$ cat config.mk
export PLATFORM = sky130hd
export DESIGN_NAME = lc3_mem_bridge_flat
export DESIGN_NICKNAME = d
export VERILOG_FILES = /design/src/rtl/lc3_mem_bridge_if.sv /design/src/rtl/lc3_mem_bridge.sv /design/src/flat_wrapper.sv
export SDC_FILE = /design/constraint.sdc
export NUM_CORES = 1
export LEC_CHECK = 0
export ABC_AREA = 1
export BUFFER_PORTS_ARGS = -buffer_cell sky130_fd_sc_hd__buf_4
export CORE_MARGIN = 10
export CORE_UTILIZATION = 50
export CTS_BUF_LIST = sky130_fd_sc_hd__clkbuf_8
export DETAILED_ROUTE_END_ITERATION = 8
export GPL_ROUTABILITY_DRIVEN = 0
export HOLD_SLACK_MARGIN = 0.12
export PLACE_DENSITY = 0.91
export SKIP_LAST_GASP = 1
export SYNTH_ARGS = -nofsm -noshare
export SYNTH_HDL_FRONTEND = slang
export SYNTH_SLANG_ARGS = --single-unit
$ cat constraint.sdc
create_clock -name clk -period 2.2 [get_ports clk]
set_clock_uncertainty 0.2 [all_clocks]
set_input_delay 0.11 -clock clk [delete_from_list [all_inputs] [get_ports clk]]
set_output_delay 0.11 -clock clk [all_outputs]
set_load 0.02 [all_outputs]
$ cat src/rtl/lc3_mem_bridge_if.sv
// lc3_mem_bridge_if -- bundle of controller-side and memory-side signals for
// the LC-3 memory bridge.
//   master : the bridge itself (takes controller strobes and memory
//            responses, drives read data, stall/error status and the memory
//            request).
//   slave  : the environment (controller + external memory).
// Controller side : mar, mdr_out, rd_req, wr_req -> rd_data, rd_valid, stall,
//                   bus_err
// Memory side     : mem_addr, mem_wdata, mem_req, mem_we -> mem_rdata, mem_ack
interface lc3_mem_bridge_if;
  logic [15:0] mar;
  logic [15:0] mdr_out;
  logic        rd_req;
  logic        wr_req;
  logic [15:0] rd_data;
  logic        rd_valid;
  logic        stall;
  logic        bus_err;
  logic [15:0] mem_addr;
  logic [15:0] mem_wdata;
  logic        mem_req;
  logic        mem_we;
  logic [15:0] mem_rdata;
  logic        mem_ack;

  modport master (
    input  mar, mdr_out, rd_req, wr_req, mem_rdata, mem_ack,
    output rd_data, rd_valid, stall, bus_err,
           mem_addr, mem_wdata, mem_req, mem_we
  );

  modport slave (
    output mar, mdr_out, rd_req, wr_req, mem_rdata, mem_ack,
    input  rd_data, rd_valid, stall, bus_err,
           mem_addr, mem_wdata, mem_req, mem_we
  );
endinterface

$ cat src/rtl/lc3_mem_bridge.sv
// lc3_mem_bridge -- turns the LC-3 controller's single-cycle read/write
// strobes into a held req/ack transaction on an external memory, stalling the
// controller until the memory answers.
// Ports:
//   clk  : clock, rising edge
//   rst  : synchronous active-high reset
//   bus  : lc3_mem_bridge_if.master (controller strobes, read data/status,
//          memory request/response)
// Parameter TIMEOUT_CYCLES (1..255): wait cycles before an unanswered request
// is aborted.
// Optional macro LC3_MEM_BRIDGE_TIMEOUT_EN: enables the wait counter and the
// sticky bus_err flag. Without it the bridge waits forever and bus_err is 0.
module lc3_mem_bridge #(
  parameter int TIMEOUT_CYCLES = 15
) (
  input  logic             clk,
  input  logic             rst,
  lc3_mem_bridge_if.master bus
);

  if (TIMEOUT_CYCLES < 1 || TIMEOUT_CYCLES > 255) begin : g_bad_timeout
    $error("lc3_mem_bridge: TIMEOUT_CYCLES out of range 1..255");
  end

  typedef enum logic [1:0] {IDLE, RD_WAIT, WR_WAIT, DONE} state_t;

  state_t state, state_nxt;
  logic   waiting;
  logic   tmo;

  assign waiting = (state == RD_WAIT) || (state == WR_WAIT);

  // Stall covers the request cycle itself so the controller holds until DONE.
  assign bus.stall = waiting || ((state == IDLE) && (bus.rd_req || bus.wr_req));

`ifdef LC3_MEM_BRIDGE_TIMEOUT_EN
  localparam logic [7:0] TMO_LAST = 8'(TIMEOUT_CYCLES - 1);

  logic [7:0] wcnt;
  logic       err_q;

  // Fires on the wait cycle that would bring the count to TIMEOUT_CYCLES;
  // an ack in the same cycle takes precedence.
  assign tmo = waiting && !bus.mem_ack && (wcnt == TMO_LAST);

  always_ff @(posedge clk) begin
    if (rst) begin
      wcnt  <= '0;
      err_q <= 1'b0;
    end else begin
      if (!waiting)         wcnt <= '0;
      else if (!bus.mem_ack) wcnt <= wcnt + 8'd1;
      if (tmo) err_q <= 1'b1;
    end
  end

  assign bus.bus_err = err_q;
`else
  assign tmo         = 1'b0;
  assign bus.bus_err = 1'b0;
`endif

  always_comb begin
    state_nxt = state;
    case (state)
      IDLE:             if (bus.rd_req)      state_nxt = RD_WAIT;
                        else if (bus.wr_req) state_nxt = WR_WAIT;
      RD_WAIT, WR_WAIT: if (bus.mem_ack || tmo) state_nxt = DONE;
      DONE:             state_nxt = IDLE;
      default:          state_nxt = IDLE;
    endcase
  end

  always_ff @(posedge clk) begin
    if (rst) begin
      state         <= IDLE;
      bus.mem_req   <= 1'b0;
      bus.mem_we    <= 1'b0;
      bus.mem_addr  <= '0;
      bus.mem_wdata <= '0;
      bus.rd_data   <= '0;
      bus.rd_valid  <= 1'b0;
    end else begin
      state        <= state_nxt;
      bus.rd_valid <= 1'b0;
      case (state)
        IDLE: begin
          // Read wins a collision; the write is simply dropped.
          if (bus.rd_req) begin
            bus.mem_addr <= bus.mar;
            bus.mem_we   <= 1'b0;
            bus.mem_req  <= 1'b1;
          end else if (bus.wr_req) begin
            bus.mem_addr  <= bus.mar;
            bus.mem_wdata <= bus.mdr_out;
            bus.mem_we    <= 1'b1;
            bus.mem_req   <= 1'b1;
          end
        end
        RD_WAIT: begin
          if (bus.mem_ack || tmo) begin
            // Aborted reads return zero data but still pulse rd_valid so the
            // controller is released.
            bus.rd_data  <= bus.mem_ack ? bus.mem_rdata : 16'h0000;
            bus.rd_valid <= 1'b1;
            bus.mem_req  <= 1'b0;
          end
        end
        WR_WAIT: begin
          if (bus.mem_ack || tmo) begin
            bus.mem_req <= 1'b0;
            bus.mem_we  <= 1'b0;
          end
        end
        default: ;
      endcase
    end
  end

endmodule

$ cat src/flat_wrapper.sv
// flat-port wrapper written by rule: the top's interface ports become plain ports
module lc3_mem_bridge_flat 
#(
  parameter int TIMEOUT_CYCLES = 15
)
  (clk, rst, bus_mar, bus_mdr_out, bus_rd_req, bus_wr_req, bus_mem_rdata, bus_mem_ack, bus_rd_data, bus_rd_valid, bus_stall, bus_bus_err, bus_mem_addr, bus_mem_wdata, bus_mem_req, bus_mem_we);
  lc3_mem_bridge_if bus_i ();
  input  logic clk;
  input  logic rst;
  input wire logic [$bits(bus_i.mar)-1:0] bus_mar;
  input wire logic [$bits(bus_i.mdr_out)-1:0] bus_mdr_out;
  input wire logic [$bits(bus_i.rd_req)-1:0] bus_rd_req;
  input wire logic [$bits(bus_i.wr_req)-1:0] bus_wr_req;
  input wire logic [$bits(bus_i.mem_rdata)-1:0] bus_mem_rdata;
  input wire logic [$bits(bus_i.mem_ack)-1:0] bus_mem_ack;
  output wire logic [$bits(bus_i.rd_data)-1:0] bus_rd_data;
  output wire logic [$bits(bus_i.rd_valid)-1:0] bus_rd_valid;
  output wire logic [$bits(bus_i.stall)-1:0] bus_stall;
  output wire logic [$bits(bus_i.bus_err)-1:0] bus_bus_err;
  output wire logic [$bits(bus_i.mem_addr)-1:0] bus_mem_addr;
  output wire logic [$bits(bus_i.mem_wdata)-1:0] bus_mem_wdata;
  output wire logic [$bits(bus_i.mem_req)-1:0] bus_mem_req;
  output wire logic [$bits(bus_i.mem_we)-1:0] bus_mem_we;
  assign bus_i.mar = bus_mar;
  assign bus_i.mdr_out = bus_mdr_out;
  assign bus_i.rd_req = bus_rd_req;
  assign bus_i.wr_req = bus_wr_req;
  assign bus_i.mem_rdata = bus_mem_rdata;
  assign bus_i.mem_ack = bus_mem_ack;
  assign bus_rd_data = bus_i.rd_data;
  assign bus_rd_valid = bus_i.rd_valid;
  assign bus_stall = bus_i.stall;
  assign bus_bus_err = bus_i.bus_err;
  assign bus_mem_addr = bus_i.mem_addr;
  assign bus_mem_wdata = bus_i.mem_wdata;
  assign bus_mem_req = bus_i.mem_req;
  assign bus_mem_we = bus_i.mem_we;
  lc3_mem_bridge #(.TIMEOUT_CYCLES(TIMEOUT_CYCLES)) u_core (.clk(clk), .rst(rst), .bus(bus_i));
endmodule
==> key figures <==
STA
  • Tmin final: ~2.2 ns
  • Slew Limit Fails: 0
  • Hold Fails Final Rpt: 0
  • TNS Setup: 0 ns
  • Tcrit/Tclk final: a little over nine tenths
  • RSZ-0062 raised after global routing: no
  • Tightest Pin Transition: around 0.56 ns
  • Setup violations, final: 0
  • Fmax: between 400 and 500 MHz
  • Worst slew margin: a little over three fifths

Finish
  • # fillers: ~160
  • Multi-input gate area: slightly below 900 um2
  • Post-route cell area: between 3000 and 4000 um2
  • Sequential standard cell area: around 1100 um2
  • Layout cell share with drive strength beyond 1: 28.47%
  • Post-route insts no fill: approximately 480
  • Final nets: around 500
  • Synth-to-layout area growth: 78.67%

Setup path
  • CP max stage delay: roughly 0.63 ns
  • Crit Path Max Fanout: 16
  • CP arrival: between 2 and 2.5 ns
  • Cell family contributing the most delay on the critical path: buffers and inverters
  • Required time worst endpoint: 2.24 ns
  • CP Buf/Inv Count: 3
  • Crit path launch type: flip-flop
  • CP endpoint kind: flip-flop
  • Setup CP Type: flip-flop to flip-flop
  • Crit-path slowest cell: dlygate4sd3_1
  • CP cell instances: inv_1 -> ha_2 -> buf_6 -> nand4_1 -> dlygate4sd3_1 -> a21oi_1

GRT
  • GRT Total Usage: between 20% and 30%
  • Largest net degree at the start of global routing: 37
  • GRT overflow: 0
  • First-pass GRT wire length: ~15000 um
  • Initial antenna violation count: 1
  • Vias in the first global route: 2910

Power
  • Int Pwr: 2.341 mW
  • Maximum vdd drop: 0.0009086 V
  • Pwr per Cell Area: about 1100 nW/um2
  • Leakage power total: roughly 1.6 nW
  • Psw: between 1.5 and 2 mW
  • Switching share of total power: between 40 and 50%
  • Flop pwr share: approximately 33%
  • Clock power frac: about 17%
  • Gate power share: about half

Clock network
  • Cts bufs inserted: 5
  • Worst-path clk slew: 0.11 ns
  • Clk_lat worst skew: about 0.3 ns
  • # clock sinks: 53
  • H-tree depth: 2
  • CTS tree: yes
  • CTS root buffer: clkbuf_8
  • CTS Buffer Depth: 2

Synth
  • Fraction of the mapped netlist area in adder cells: 2.445%
  • Sequential share of the synthesized area: 51.83%
  • Largest family of logic cells by synthesized area: simple AND/OR/NAND/NOR gates
  • Count of mapped cells out of synthesis: about 260
  • Complex-gate fraction of the synthesized area: around an eighth
  • Yosys Warn Count: 0
  • Post-Synth Simple-Gate Area: a little over a quarter
  • Library cells used by synthesis: 23
  • Number of synthesized register bits: 53
  • Multiplexer area fraction after synthesis: 0%
  • Synthesized net count: 320
  • Avg Synthesized Cell Area: approximately 7.8 um2
  • Synth Area in XOR/XNOR: 0%
  • Post-Syn Area: 2047 um2

Detailed routing
  • Via count: around 2700
  • WL/cell: around 20 um
  • DRT Pass-1 Iters: 5
  • Vias per std cell: between 5 and 6
  • Antenna Nets Post-Route: 0
  • # DRC: 0
  • Total routed wirelength: 9760 um
  • Initial DRC count: between 200 and 250

Floorplan
  • Starting density of the core: around 50%
  • I/O pins: between 100 and 150
  • DIE AREA: roughly 7000 um2
  • Die W: approximately 84 um
  • Die Y: 83.99 um
  • Row cnt: 23
  • Core box area: ~4000 um2

Flow run
  • Maxcap violations: 0

Run status
  • Status: completed

Hold path
  • Worst hold path class: input port to flip-flop

Place
  • Buffers on Ports: 104
  • DP Area: around 2800 um2
  • Placed insts: about 400
  • Post-DP HPWL: 4625 um
-- kinds of logic after synthesis --
kind of cell,after synthesis
buffers and inverters,27
AND/OR/NAND/NOR,126
other,1
adder cells (fa/ha/maj),4
flip-flops,53
AO/OA/AOI/OAI,52
-- layer usage --
| layer | routed length (um) | part of all wire, % | GRT usage, % |
|---|---|---|---|
| met2 | 4894 | 50 | 45.92 |
| met1 | 3460 | 35 | 25.44 |
| met4 | 466 | 4.8 | 13.70 |
| met3 | 938 | 9.6 | 10.06 |
| met5 | 0 | 0 | 0 |
-- metrics by stage --
step / worst slack (ns) / hold slack (ns) / power, mW / utilization, %
floorplan: 0.7473 / 0.05659 / 2.410 / -
global placement: 0.5712 / 0.1438 / 2.971 / 70.89
detailed placement: 0.5206 / 0.1508 / 3.019 / 70.89
CTS: 0.1298 / 0.2089 / 3.835 / 91.62
global route: 0.01790 / 0.2951 / 4.247 / 92.09
finish: 0.02712 / 0.2660 / 4.046 / 92.09
-- synth_stat cells --
| cell type | number | area (um2) |
|---|---|---|
| nor2_1 | 71 | 266.5 |
| dfxtp_1 | 53 | 1061 |
| nand2_1 | 32 | 120.1 |
| o21ai_0 | 23 | 115.1 |
| a21oi_1 | 17 | 85.08 |
| nand4_1 | 16 | 100.1 |
| o21ai_1 | 11 | 55.05 |
| inv_1 | 9 | 33.78 |
| buf_4 | 6 | 45.04 |
| buf_2 | 5 | 25.02 |
| ha_1 | 4 | 50.05 |
| clkbuf_1 | 3 | 11.26 |
| inv_2 | 2 | 7.510 |
| nand3_1 | 2 | 10.01 |
| buf_1 | 1 | 3.750 |
| clkbuf_2 | 1 | 5.000 |
| conb_1 | 1 | 3.750 |
| nand2_2 | 1 | 6.260 |
| nand3_2 | 1 | 10.01 |
| nor2_2 | 1 | 6.260 |
| nor2_4 | 1 | 11.26 |
| o21ai_2 | 1 | 8.760 |
| or2_2 | 1 | 6.260 |
-- power groups by stage --
stage / combinational (mW) / sequential [mW] / clock, mW
6_report: 2.02 / 1.34 / 0.688
5_1_grt: 2.17 / 1.36 / 0.722
4_1_cts: 1.85 / 1.31 / 0.675
3_5_place_dp: 1.69 / 1.33 / 0
3_3_place_gp: 1.65 / 1.32 / 0
2_1_floorplan: 0.826 / 1.58 / 0
-- layout make-up --
class | instances | area share [%]
diodes | 1 | 0.06842
clock buffers | 5 | 1.882
clock inverters | 3 | 1.197
inverters | 11 | 1.197
multi-input cells | 183 | 23.64
flip-flops and latches | 53 | 29.01
well taps | 50 | 1.711
repair buffers | 177 | 41.29
-- flip-flops by register name (all words and copies together), names as in the netlist --
register              count
u_core.bus.mem_wdata     16
u_core.bus.rd_valid       1
u_core.bus.mem_we         1
u_core.state              2
u_core.bus.rd_data       16
u_core.bus.mem_addr      16
u_core.bus.mem_req        1
-- timing repair --
item	4_1_cts	5_1_grt
hold buffers	71	0
gates resized for setup	0	5
setup endpoints to repair	0	9
hold endpoints to repair	53	0
setup buffers	0	0
-- worst min-delay path, cell delays in order --
cell and delay, ns:
buf_4 0.20, nor2_2 0.19, nor2_4 0.08, nor2_1 0.09, nor2_1 0.05
-- final timing paths --
check / cells after the start / start / endpoint / slack (ns)
max: 6 / u_core.state[0] / u_core.bus.mem_wdata[12] / 0.03
max reg2reg: 6 / u_core.state[0] / u_core.bus.mem_wdata[12] / 0.03
min reg2reg: 2 / u_core.bus.mem_wdata[1] / u_core.bus.mem_wdata[1] / 0.28
min: 5 / bus_wr_req / u_core.bus.mem_addr[9] / 0.27
-- cell usage in the layout, fill, tap and decap left out, types with 2 or more instances in the layout --
cell,n
nand4_1,16
buf_4,105
ha_1,3
o21ai_1,11
a21oi_1,17
nor2_1,71
dlygate4sd3_1,71
nand3_1,2
clkbuf_8,5
nand2_1,32
o21ai_0,23
inv_1,9
dfxtp_1,53
Note: power is estimated with default switching activity, not from simulation.
